File: src/rtl/interface_hcsr04.sv
// -----------------------------------------------------------------------------
// interface_hcsr04
//
// Upstream stage of the sonar datapath. On a start request it fires the
// HC-SR04 trigger pulse, times the width of the returned echo pulse and
// converts that width to a distance in whole centimetres, presented as three
// BCD digits {hundreds, tens, units}. The result is held on medida_o and
// announced with a single-cycle pronto_o pulse.
//
// Build option:
//   HCSR04_TIMEOUT_EN  when defined, a watchdog bounds the time spent waiting
//                      for and measuring the echo. On expiry the block reports
//                      12'h999 together with timeout_o and pronto_o. When
//                      undefined, the FSM waits for echo edges indefinitely
//                      and timeout_o is constant 0.
//
// Parameters:
//   TRIGGER_CYCLES  trigger high time in clocks
//   CM_DIV          echo-high clocks per centimetre
//   TIMEOUT_CYCLES  watchdog limit in clocks (HCSR04_TIMEOUT_EN only)
//
// Ports:
//   clock_i      system clock, all logic on the rising edge
//   reset_i      synchronous active-high reset
//   medir_i      start request, honoured only in IDLE
//   echo_i       asynchronous sensor echo (synchronised internally)
//   trigger_o    sensor trigger pulse (registered)
//   medida_o     distance in BCD cm, updated only when a result is produced
//   pronto_o     one-cycle pulse, medida_o is valid in the same cycle
//   timeout_o    one-cycle pulse on watchdog expiry
//   db_estado_o  current FSM state code
// -----------------------------------------------------------------------------
module interface_hcsr04 #(
  parameter int TRIGGER_CYCLES = 500,
  parameter int CM_DIV         = 2941,
  parameter int TIMEOUT_CYCLES = 1_500_000
) (
  input  logic        clock_i,
  input  logic        reset_i,
  input  logic        medir_i,
  input  logic        echo_i,
  output logic        trigger_o,
  output logic [11:0] medida_o,
  output logic        pronto_o,
  output logic        timeout_o,
  output logic [3:0]  db_estado_o
);

  // ---------------------------------------------------------------------------
  // Local sizing
  // ---------------------------------------------------------------------------
  localparam int SYNC_STAGES = 2;
  localparam int TRIG_W      = (TRIGGER_CYCLES > 1) ? $clog2(TRIGGER_CYCLES + 1) : 1;
  localparam int CYC_W       = (CM_DIV > 1) ? $clog2(CM_DIV + 1) : 1;

  localparam logic [TRIG_W-1:0] TRIG_LAST = TRIG_W'(TRIGGER_CYCLES - 1);
  localparam logic [CYC_W-1:0]  CYC_LAST  = CYC_W'(CM_DIV - 1);

  typedef enum logic [3:0] {
    S_IDLE      = 4'h0,
    S_PREP      = 4'h1,
    S_TRIG      = 4'h2,
    S_WAIT_ECHO = 4'h3,
    S_MEASURE   = 4'h4,
    S_STORE     = 4'h5,
    S_DONE      = 4'h6,
    S_TOUT      = 4'hF
  } state_e;

  state_e state_q, state_d;

  // ---------------------------------------------------------------------------
  // Echo synchroniser: echo_sync lags echo_i by SYNC_STAGES clocks.
  // ---------------------------------------------------------------------------
  logic [SYNC_STAGES-1:0] echo_sync_q;
  logic                   echo_sync;

  always_ff @(posedge clock_i) begin
    if (reset_i) begin
      echo_sync_q <= '0;
    end else begin
      echo_sync_q <= {echo_sync_q[SYNC_STAGES-2:0], echo_i};
    end
  end

  assign echo_sync = echo_sync_q[SYNC_STAGES-1];

  // ---------------------------------------------------------------------------
  // Datapath registers
  // ---------------------------------------------------------------------------
  logic [TRIG_W-1:0] trig_cnt_q, trig_cnt_d;
  logic [CYC_W-1:0]  cyc_q, cyc_d;
  logic [11:0]       bcd_q, bcd_d;
  logic [11:0]       medida_q, medida_d;
  logic              trigger_q, trigger_d;
  logic              wd_expired;

  // ---------------------------------------------------------------------------
  // BCD increment: each digit rolls 9->0 and carries into the next one.
  // When all three digits are 9 the carry leaves the top digit and the
  // counter holds at 999 instead of wrapping to 000.
  // ---------------------------------------------------------------------------
  logic [3:0]  bcd_carry;
  logic [11:0] bcd_inc_raw;
  logic [11:0] bcd_inc;

  assign bcd_carry[0] = 1'b1;

  genvar gi;
  generate
    for (gi = 0; gi < 3; gi++) begin : g_bcd
      logic [3:0] dig;
      assign dig               = bcd_q[4*gi +: 4];
      assign bcd_carry[gi+1]   = bcd_carry[gi] & (dig == 4'd9);
      assign bcd_inc_raw[4*gi +: 4] = !bcd_carry[gi] ? dig :
                                      (dig == 4'd9)  ? 4'd0 : dig + 4'd1;
    end
  endgenerate

  assign bcd_inc = bcd_carry[3] ? bcd_q : bcd_inc_raw;

  // ---------------------------------------------------------------------------
  // Watchdog
  // ---------------------------------------------------------------------------
`ifdef HCSR04_TIMEOUT_EN
  localparam int WD_W = (TIMEOUT_CYCLES > 1) ? $clog2(TIMEOUT_CYCLES + 1) : 1;
  localparam logic [WD_W-1:0] WD_LAST = WD_W'(TIMEOUT_CYCLES - 1);

  logic [WD_W-1:0] wd_q, wd_d;
  logic            wd_active;

  // Counts every cycle spent in WAIT_ECHO or MEASURE; restarted in PREP.
  assign wd_active  = (state_q == S_WAIT_ECHO) || (state_q == S_MEASURE);
  assign wd_expired = wd_active && (wd_q == WD_LAST);

  always_comb begin
    wd_d = wd_q;
    if (state_q == S_PREP) begin
      wd_d = '0;
    end else if (wd_active) begin
      wd_d = wd_q + WD_W'(1);
    end
  end

  always_ff @(posedge clock_i) begin
    if (reset_i) begin
      wd_q <= '0;
    end else begin
      wd_q <= wd_d;
    end
  end
`else
  // No watchdog in this build: TOUT is never entered.
  logic unused_timeout_cfg;
  assign unused_timeout_cfg = (TIMEOUT_CYCLES != 0);
  assign wd_expired         = 1'b0;
`endif

  // ---------------------------------------------------------------------------
  // FSM: state register
  // ---------------------------------------------------------------------------
  always_ff @(posedge clock_i) begin
    if (reset_i) begin
      state_q <= S_IDLE;
    end else begin
      state_q <= state_d;
    end
  end

  // ---------------------------------------------------------------------------
  // FSM: next-state logic
  // ---------------------------------------------------------------------------
  always_comb begin
    state_d = state_q;
    unique case (state_q)
      S_IDLE:      if (medir_i) state_d = S_PREP;
      S_PREP:      state_d = S_TRIG;
      S_TRIG:      if (trig_cnt_q == TRIG_LAST) state_d = S_WAIT_ECHO;
      S_WAIT_ECHO: begin
        if (wd_expired)     state_d = S_TOUT;
        else if (echo_sync) state_d = S_MEASURE;
      end
      S_MEASURE: begin
        if (wd_expired)      state_d = S_TOUT;
        else if (!echo_sync) state_d = S_STORE;
      end
      S_STORE:     state_d = S_DONE;
      S_DONE:      state_d = S_IDLE;
      S_TOUT:      state_d = S_IDLE;
      default:     state_d = S_IDLE;
    endcase
  end

  // ---------------------------------------------------------------------------
  // FSM: outputs
  // ---------------------------------------------------------------------------
  always_comb begin
    pronto_o = (state_q == S_DONE) || (state_q == S_TOUT);
`ifdef HCSR04_TIMEOUT_EN
    timeout_o = (state_q == S_TOUT);
`else
    timeout_o = 1'b0;
`endif
  end

  assign trigger_o   = trigger_q;
  assign medida_o    = medida_q;
  assign db_estado_o = state_q;

  // ---------------------------------------------------------------------------
  // Datapath next-state
  // ---------------------------------------------------------------------------
  always_comb begin
    trig_cnt_d = trig_cnt_q;
    cyc_d      = cyc_q;
    bcd_d      = bcd_q;
    medida_d   = medida_q;
    // Trigger is registered from the next state so it rises together with
    // the first TRIG cycle and lasts exactly as long as TRIG does.
    trigger_d  = (state_d == S_TRIG);

    unique case (state_q)
      S_PREP: begin
        trig_cnt_d = '0;
        cyc_d      = '0;
        bcd_d      = '0;
      end
      S_TRIG: begin
        trig_cnt_d = trig_cnt_q + TRIG_W'(1);
      end
      // The first echo-high cycle is seen in WAIT_ECHO, so it is counted there
      // as well; otherwise every measurement would come out one cycle short.
      S_WAIT_ECHO, S_MEASURE: begin
        if (echo_sync) begin
          if (cyc_q == CYC_LAST) begin
            cyc_d = '0;
            bcd_d = bcd_inc;
          end else begin
            cyc_d = cyc_q + CYC_W'(1);
          end
        end
      end
      S_STORE: begin
        medida_d = bcd_q;
      end
      default: begin
      end
    endcase

    // The timeout result is loaded on entry to TOUT so that it is already on
    // medida_o during the cycle in which pronto_o/timeout_o are high.
    if (state_d == S_TOUT) begin
      medida_d = 12'h999;
    end
  end

  always_ff @(posedge clock_i) begin
    if (reset_i) begin
      trig_cnt_q <= '0;
      cyc_q      <= '0;
      bcd_q      <= '0;
      medida_q   <= '0;
      trigger_q  <= 1'b0;
    end else begin
      trig_cnt_q <= trig_cnt_d;
      cyc_q      <= cyc_d;
      bcd_q      <= bcd_d;
      medida_q   <= medida_d;
      trigger_q  <= trigger_d;
    end
  end

endmodule

File: config.mk
export PLATFORM = sky130hd
export DESIGN_NAME = interface_hcsr04
export DESIGN_NICKNAME = d
export VERILOG_FILES = /design/src/rtl/interface_hcsr04.sv
export SDC_FILE = /design/constraint.sdc
export NUM_CORES = 1
export LEC_CHECK = 0
export ABC_AREA = 1
export BUFFER_PORTS_ARGS = -buffer_cell sky130_fd_sc_hd__buf_2
export CAP_MARGIN = 10
export CELL_PAD_IN_SITES_DETAIL_PLACEMENT = 1
export CELL_PAD_IN_SITES_GLOBAL_PLACEMENT = 2
export CORE_UTILIZATION = 33
export CTS_CLUSTER_SIZE = 16
export DETAILED_ROUTE_END_ITERATION = 8
export PLACE_DENSITY = 0.86
export SLEW_MARGIN = 5
export SYNTH_ARGS = -nofsm -noshare
export SYNTH_HDL_FRONTEND = slang
export SYNTH_SLANG_ARGS = --single-unit
File: constraint.sdc
create_clock -name clock_i -period 1.8 [get_ports clock_i]
set_input_delay 0.18 -clock clock_i [delete_from_list [all_inputs] [get_ports clock_i]]
set_output_delay 0.18 -clock clock_i [all_outputs]
set_load 0.02 [all_outputs]
* After elaboration in Yosys (flattened, before gate mapping) *
Cells that the tools add are included.

word-level totals
  bits in registers = 52
  bits of input ports = 4
  output and inout port bits = 19
  word-level logic and storage cells = 67

cells by class
  add/subtract/negate cells = 5
  equality and inequality tests = 19
  mux-type cells = 20
  bitwise operators = 2
  reductions and logical operators = 11

operator list
  kind                                                  number
  two-way mux 12 bit                                    7
  one-hot mux 12 bit (2 select lines)                   2
  two-way mux 4 bit                                     9
  one-hot mux 4 bit (6 select lines)                    1
  equality test 4 bit (second input constant)           5
  one-hot mux 9 bit (2 select lines)                    1
  adder 12 x 1 -> 12 bit (second input constant)        1
  adder 4 x 1 -> 4 bit (second input constant)          3
  equality test 12 bit (second input constant)          1
  equality test 4 x 2 -> 1 bit (second input constant)  3
  equality test 4 x 3 -> 1 bit (second input constant)  3
  != test 2 bit (second input constant)                 5
  AND reduction 5 bit                                   2
  adder 9 x 1 -> 9 bit (second input constant)          1
  equality test 9 bit (second input constant)           1
  nonzero test 2 bit                                    3
  equality test 4 x 1 -> 1 bit (second input constant)  1
  logical NOT 4 bit                                     1
  AND reduction 4 bit                                   1
  OR reduction 2 bit                                    2
  AND 1 bit                                             2
  AND reduction 2 bit                                   1
  logical OR 1 bit                                      1

* Depth between registers and ports, before layout *
Gate-level depths: netlist (run 1).

  word-level depth = 7
  depth in mapped cells = 12
  mapped depth without buffers = 12

* Worst setup path before layout (run 1) *
Ideal clock, no wire load.

  path kind = register -> register
  start = register state_q[2], in the netlist db_estado_o[2]
  end = register bcd_q[10]
  library setup time = 0.132 ns
  arrival time = 1.386 ns
  data required time = 1.668 ns
  path slack = 0.282 ns
  cell stages (with the launch flop) = 11
  path buffers = 1
  clock period less this slack = 1.518 ns
  cells stage by stage = dfxtp_1 inv_2 nor2_4 nand2_2 nand2_4 buf_8 nand2_2 nand2_2 nand3_1 nand2_1 a21oi_1

on the way
  word-level cells in the longest chain between the ends = 4
  elaborated cells between the ends (all ways) = 11
  those cells by class = eq/ne (7); mux (1); reduce/logical (3)

ends and longest elaborated chain
  what                                                                                 line  RTL
  start: declaration                                                                   70    state_e state_q, state_d;
  start signal: assignment                                                             166   state_q <= state_d;
  equality test 4 x 2 -> 1 bit / equality test 4 x 3 -> 1 bit (equally long branches)  222   unique case (state_q)
  OR reduction 2 bit                                                                   222
  != test 2 bit (no line) / nonzero test 2 bit (equally long branches)                 -
  AND reduction 5 bit (no line)                                                        -
  end signal: assignment                                                               261   bcd_q <= '0;
  end signal: assignment                                                               267   bcd_q <= bcd_d;
  end: declaration                                                                     93    logic [11:0] bcd_q, bcd_d;

Parallel ways exist; a longest one is shown, timed or not.
A chain may end at the register's enable or synchronous reset.

* Final worst setup path (run 1) *
  start = register state_q[3], in the netlist db_estado_o[3]
  end = register cyc_q[6]

on the way
  word-level cells in the longest chain between the ends = 4
  elaborated cells between the ends (all ways) = 8
  those cells by class = eq/ne (4); mux (1); reduce/logical (3)

ends and longest elaborated chain
  what                                                                                 line  RTL
  equality test 4 x 2 -> 1 bit / equality test 4 x 3 -> 1 bit (equally long branches)  222
  OR reduction 2 bit                                                                   222
  != test 2 bit (no line) / nonzero test 2 bit (equally long branches)                 -
  AND reduction 2 bit (no line)                                                        -
  end signal: assignment                                                               266   cyc_q <= cyc_d;
  end: declaration                                                                     92    logic [CYC_W-1:0] cyc_q, cyc_d;

Parallel ways exist; a longest one is shown, timed or not.

==> results of run 1 <==
synthesized netlist by cell type:
master and n:
nor3_1 10, o211a_1 1, o211ai_1 1, nor2_4 2, clkbuf_1 4, nand3_2 1, buf_4 1, buf_8 1
inv_2 3, a21oi_1 35, o21ai_1 1, ha_1 3, nor2_1 47, a21oi_2 2, conb_1 1, a211oi_1 4
inv_1 42, nand4_1 6, nand3b_1 2, nand2_2 5, nand3_1 25, dfxtp_1 52, o21ai_0 22, nand2_4 7
xor2_1 4, a31oi_1 2, nand2_1 76, nor3b_1 1, nand4_2 1, buf_2 2, o21ai_2 1, nor2_2 2
o31ai_1 2, buf_6 1, nor3_2 1
critical path: stages, from the launching register on:
cell and delay, ns:
dfxtp_1 0.39, nor2_4 0.23, nand2_4 0.09, nand2_4 0.12, nand2_4 0.06, nand2_4 0.16
nand2_1 0.12, nand2_4 0.14, inv_1 0.09, o21ai_1 0.08, nor2_1 0.06
per-stage QoR:
stage | util (%) | instances | worst slack (ns)
floorplan | - | 372 | 0.282
global placement | 37.1 | 493 | 0.191
detailed placement | 37.1 | 493 | 0.160
CTS | 38.5 | 501 | 0.137
global route | 38.6 | 501 | 0.0474
finish | 38.6 | 501 | 0.167
layout by cell type, fill, tap and decap left out:
cell type / netlist / routed
a211oi_1: 4 / 4
a21oi_1: 35 / 35
a21oi_2: 2 / 2
a31oi_1: 2 / 2
buf_12: 0 / 1
buf_2: 2 / 21
buf_4: 1 / 6
bufinv_16: 0 / 1
clkbuf_1: 4 / 1
clkbuf_8: 0 / 5
clkinv_2: 0 / 1
conb_1: 1 / 2
dfxtp_1: 52 / 51
dfxtp_2: 0 / 1
ha_1: 3 / 3
inv_1: 42 / 42
inv_2: 3 / 3
nand2_1: 76 / 76
nand2_2: 5 / 5
nand2_4: 7 / 7
nand3_1: 25 / 25
nand3_2: 1 / 1
nand3b_1: 2 / 2
nand4_1: 6 / 6
nand4_2: 1 / 1
nor2_1: 47 / 46
nor2_2: 2 / 3
nor2_4: 2 / 2
nor3_1: 10 / 10
nor3_2: 1 / 1
nor3b_1: 1 / 1
o211a_1: 1 / 1
o211ai_1: 1 / 1
o21ai_0: 22 / 22
o21ai_1: 1 / 1
o21ai_2: 1 / 1
o31ai_1: 2 / 2
xor2_1: 4 / 4
flip-flops by register name, indices dropped and copies added, names as in the netlist:
name / cells
trig_cnt_q: 9
bcd_q: 12
echo_sync_q: 2
trigger_o: 1
cyc_q: 12
medida_o: 12
db_estado_o: 4
final cells by class:
type,count,area (µm²)
Fill cell,1026,4720
Multi-Input combinational cell,266,1350
Sequential cell,52,1040
Timing Repair Buffer,28,170
Inverter,45,169
Tap cell,102,128
Clock buffer,6,72.6
Clock inverter,2,35.0
logic make-up after synthesis:
kind of cell    after synthesis  synth area share, %
simple gates                186                 33.5
compound gates               71                 15.0
buf+inv                      54                 8.72
flops                        52                 39.9
xor+xnor                      4                 1.34
fa+ha+maj                     3                 1.44
other cells                   1                0.144
final timing paths:
path / startpoint / to
setup / recovery: db_estado_o[3]$_SDFF_PP0_ / cyc_q[6]$_SDFFE_PP0P_
hold / removal: echo_i / echo_sync_q[0]$_SDFF_PP0_
setup reg to reg: db_estado_o[3]$_SDFF_PP0_ / cyc_q[6]$_SDFFE_PP0P_
hold reg to reg: echo_sync_q[0]$_SDFF_PP0_ / echo_sync_q[1]$_SDFF_PP0_
layer usage:
layer	global-route usage [%]	share of wire (%)	vias to the layer above
met5	0	0	-
met4	4.76	1.4	0
met3	3.02	1.5	7
met2	27.7	46	9
met1	22.6	51	1142
li1	-	-	1254
where the power goes:
part | internal [mW] | switching, mW | total (mW) | leakage [nW]
sequential | 1.16 | 0.0127 | 1.17 | 0.420
combinational | 0.0305 | 0.0664 | 0.0970 | 0.748
clock | 0.413 | 0.394 | 0.808 | 0.0552
total | 1.60 | 0.474 | 2.08 | 1.22
==> reports/results.tsv, run 1 <==
metric	value	unit
ff2ff_setup_slack	0.17	ns
dp_hpwl	4970	µm
antenna_left	0	
grt_max_degree	25	
cts_tree	built	
cts_hold_buf	0	
grt_util_all_layers	16.9	%
worstSetupPathType	register to register	
holdWs	0.0596	ns
portBuffers	21	
min_path_type	primary input to register	
slew_violations	0	
cap_violations	0	
antenna_found_initial	0	
syn_inst	371	
start_util	34.0	%
die_y	91.0	µm
avgRoutedWirePerCell	12.9	µm
netlist_area	2610	µm²
cts-root-buf	clkbuf_8	
design.core.area	7690	µm²
clock_path_buffers	2	
numCtsBuffers	5	
syn2layout_area_growth	13.6	%
placed_cell_area	2850	µm²
h-tree-depth	2	
die_x	91.0	µm
rsz0062_at_grt	no	
grt_pass1_wl	11400	µm
post-route-period-util	90.7	%
drt-vias-per-instance	4.81	
crit_path_max_fanout	14	
period_needed	1.63	ns
reg2regPathDepth	10	
post-route-drc-count	0	
power.leakage	1.22	nW
pwr_density_cell	700	nW/µm²
holdPathStages	3	
vias	2412	
clk_pin_slew	0.10	ns
firstDrtPassIters	4	
insertion_delay	0.31	ns
cts_resized	0	
cts_setup_buffers	0	
synth_top_area_share	39.9	%
cp-start-kind	register	
synthTopCellsByArea	dfxtp_1 (40%), nand2_1 (11%), nor2_1 (6.8%), a21oi_1 (6.7%), inv_1 (6.0%)	
fin_area	2970	µm²
drt-total-wl	6440	µm
yosysTopAreaCell	dfxtp_1	
ys_seq_elements	52	
die_area	8270	µm²
fin_nets	405	
crit_path_end_kind	register	
grt_pass1_vias	2493	
rows	32	
ios	23	
clock_skew	0.0105	ns
fmax	0.612	GHz
ys_warn_count	0	
synth_cell_types	35	
numClockSinks	52	
power	2.08	mW
drive_gt1_share	15.5	%
crit_required	2.01	ns
routabilityCongestion	0.786	
tns	0	ns
vdd_drop_max	0.000336	V
run_status	completed	
cp.arrival	1.84	ns
gr-total-overflow	0	
hold_viol	0	
ys_seq_area_share	39.9	%
diodes	0	
syn_avg_cell_area	7.04	µm²
setup_viol	0	
first_iter_violations	56	
No activity file was read; power rests on OpenSTA's default activity.
==> inputs of run 2 (changes only) <==
ABC_AREA = unset   (was 1)
CORE_UTILIZATION = 35   (was 33)
PLACE_DENSITY = 0.88   (was 0.86)
==> run 2 against run 1 <==
The run now ends with setup timing left. Synthesized cell count down 13%. Largest power group unchanged. Final area increased by 15%. Largest cell class unchanged. Global-route usage is 4.5 points higher. Worst hold slack better by 0.0075 ns. Critical endpoint is now trig_cnt_q[8]$_SDFFE_PP0P_. Critical path depth is 5 lower. Non-clock buffer count is 50 higher.
==> reports/results.tsv, run 2 <==
metric	value	unit	change
power.leakage	1.33	nW	+8.9%
numCtsBuffers	5		unchanged
yosysTopAreaCell	dfxtp_1		
ff2ff_setup_slack	-0.01	ns	-0.18 ns
grt_max_degree	19		-24%
grt_pass1_vias	2742		+10%
grt_pass1_wl	12800	µm	+13%
crit_required	2.05	ns	+0.04 ns
cts_tree	built		
gr-total-overflow	0		unchanged
vias	2629		+9.0%
holdPathEnd	echo_sync_q[0]$_SDFF_PP0_		
drt-vias-per-instance	5.38		+12%
antenna_left	0		unchanged
dp_hpwl	5360	µm	+7.8%
synth_top_family_by_area	simple AND/OR/NAND/NOR gates		
cp.arrival	2.07	ns	+0.23 ns
die_y	88.0	µm	-3.2%
r2r_end	trig_cnt_q[8]$_SDFFE_PP0P_		
die_x	88.0	µm	-3.2%
diodes	0		unchanged
h-tree-depth	2		unchanged
crit_path_max_fanout	5		-9
worstPathCellList	buf_12 -> or4b_4 -> or2_4 -> or3_4 -> a21oi_2		
first_iter_violations	103		+84%
run_status	finished with violations		
ys.flop_type	dfxtp_1		
synth_enable_flop_cells	0		unchanged
portBuffers	21		unchanged
yosysMostFrequentCell	dfxtp_1		
cts_hold_buf	0		unchanged
ys_warn_count	0		unchanged
antenna_found_initial	0		unchanged
synthSimpleGateAreaFrac	31.8	%	-1.7 points
ys_seq_elements	52		unchanged
drt-total-wl	7910	µm	+23%
violations	setup timing		
slowest_delay	0.50	ns	+0.11 ns
avgRoutedWirePerCell	16.2	µm	+26%
synth_cell_types	56		+60%
worst-path-buf-inv	1		unchanged
crit_path_end_kind	register		
most-common-layout-cells	buf_4 (52), dfxtp_1 (46), nand2_1 (41)		
routabilityCongestion	0.836		+6.4%
power	2.02	mW	-2.9%
synthTopCellsByArea	dfxtp_1 (40%), a21oi_1 (6.6%), nand2_1 (6.1%), nor2_1 (4.8%), o21ai_0 (3.3%)		
cap_violations	0		unchanged
synth_mux_area_share	1.98	%	+2.0 points
reg2regPathDepth	5		-5
grt_util_all_layers	21.4	%	+4.5 points
cts-root-buf	clkbuf_8		
clk_pin_slew	0.10	ns	about the same
holdWs	0.0671	ns	+0.00752 ns
pwr_density_cell	589	nW/µm²	-16%
synth_top_area_share	40.2	%	+0.33 points
fin_cells	489		-2.4%
rsz0062_at_grt	yes		
die_area	7750	µm²	-6.3%
worstReg2RegStart	db_estado_o[2]$_SDFF_PP0_		
start_util	37.1	%	+3.1 points
ys_seq_area_share	40.2	%	+0.33 points
fmax	0.551	GHz	-10%
syn2layout_area_growth	32.1	%	
worstSetupPathType	register to register		
cp-start-kind	register		
vdd_drop_max	0.000333	V	-0.70%
clock_skew	0.00659	ns	-0.00391 ns
synth_xor_xnor_area_share	3.72	%	+2.4 points
drive_gt1_share	31.0	%	+16 points
clock_path_buffers	2		unchanged
dp_cells	468		-5.1%
period_needed	1.81	ns	+0.181 ns
netlist_area	2590	µm²	-0.81%
hp-start	echo_i		
slew_violations	0		unchanged
syn_inst	324		-13%
synth_adder_area_share	1.45	%	+0.012 points
fin_ws	-0.0138	ns	-0.181 ns
synth_compound_area_share	15.8	%	+0.80 points
firstDrtPassIters	4		unchanged
fin_nets	399		-1.5%
worst_path_max_delay_cell	or4b_4		
final_common_cell	buf_4		
syn_avg_cell_area	7.99	µm²	+14%
rows	30		-6.3%
yosys-top-cells-count	dfxtp_1 (52), nand2_1 (42), a21oi_1 (34), nor2_1 (33), o21ai_0 (17)		
post-route-period-util	101	%	+10 points
setup_viol	1		+1
insertion_delay	0.31	ns	about the same
design.core.area	6980	µm²	-9.2%
post-route-drc-count	0		unchanged
ios	23		unchanged
crit_family	simple AND/OR/NAND/NOR gates		
numClockSinks	52		unchanged
hold_viol	0		unchanged
holdPathStages	2		-1
ys_async_sr_fraction	0	%	unchanged
min_path_type	primary input to register		
[run 2: area by class of cell]
| cell class | count | area [µm²] |
|---|---|---|
| well taps | 96 | 120 |
| clock buffers | 7 | 97.6 |
| repair buffers | 78 | 569 |
| multi-input cells | 246 | 1530 |
| fillers | 880 | 3560 |
| flip-flops and latches | 52 | 1060 |
| clock inverters | 1 | 5.00 |
| inverters | 9 | 33.8 |
[run 2: worst max path at each step]
stage / cells after the start / start / endpoint
2_1_floorplan: 6 / db_estado_o[3]$_SDFF_PP0_ / trig_cnt_q[8]$_SDFFE_PP0P_
3_3_place_gp: 5 / db_estado_o[2]$_SDFF_PP0_ / trig_cnt_q[8]$_SDFFE_PP0P_
3_5_place_dp: 6 / db_estado_o[2]$_SDFF_PP0_ / bcd_q[7]$_SDFFE_PP0P_
4_1_cts: 8 / cyc_q[0]$_SDFFE_PP0P_ / bcd_q[2]$_SDFFE_PP0P_
5_1_grt: 5 / db_estado_o[2]$_SDFF_PP0_ / trig_cnt_q[8]$_SDFFE_PP0P_
6_report: 5 / db_estado_o[2]$_SDFF_PP0_ / trig_cnt_q[8]$_SDFFE_PP0P_
[run 2: power breakdown]
part / internal [mW] / leakage, nW / total (mW) / switching (mW)
Combinational: 0.0379 / 0.856 / 0.0912 / 0.0533
Clock: 0.358 / 0.0534 / 0.766 / 0.408
Sequential: 1.15 / 0.424 / 1.16 / 0.00923
[run 2: timing repair]
action | CTS | global route
setup buffers | 11 | 2
pin swaps | 9 | 5
resized for setup | 18 | 23
setup endpoints to repair | 25 | 27
[run 2: cell families (layout without fill, tap and decap cells)]
group | after synthesis | in the layout
flip-flops | 52 | 52
XOR/XNOR | 11 | 11
multiplexers | 5 | 5
adder cells (fa/ha/maj) | 3 | 3
AND/OR/NAND/NOR | 153 | 153
AO/OA/AOI/OAI | 72 | 72
other | 1 | 2
buffers and inverters | 27 | 95
[run 2: worst register-to-register path, delay by kind of cell, from the launching register on]
kind                   cells  cell delay [ns]
flip-flops                 1             0.37
AO/OA/AOI/OAI              1             0.13
AND/OR/NAND/NOR            3             1.13
buffers and inverters      1             0.13
[run 2: metrics by stage]
stage / setup TNS (ns) / utilization [%] / setup slack, ns / area, µm²
floorplan: -0.358 / - / -0.102 / 2610
CTS: -0.0647 / 47.6 / -0.0300 / 3330
detailed placement: -0.610 / 44.2 / -0.161 / 3090
finish: -0.0138 / 49.0 / -0.0138 / 3420
global route: -0.974 / 49.0 / -0.0851 / 3420
global placement: -0.00186 / 44.2 / -0.00186 / 3090
[run 2: layer usage]
layer	global-route usage (%)	vias up	wire, µm
met3	3.39	17	264
met1	24.4	1289	3350
met4	9.38	0	181
met5	0	-	0
met2	39.2	53	4110
li1	-	1270	-
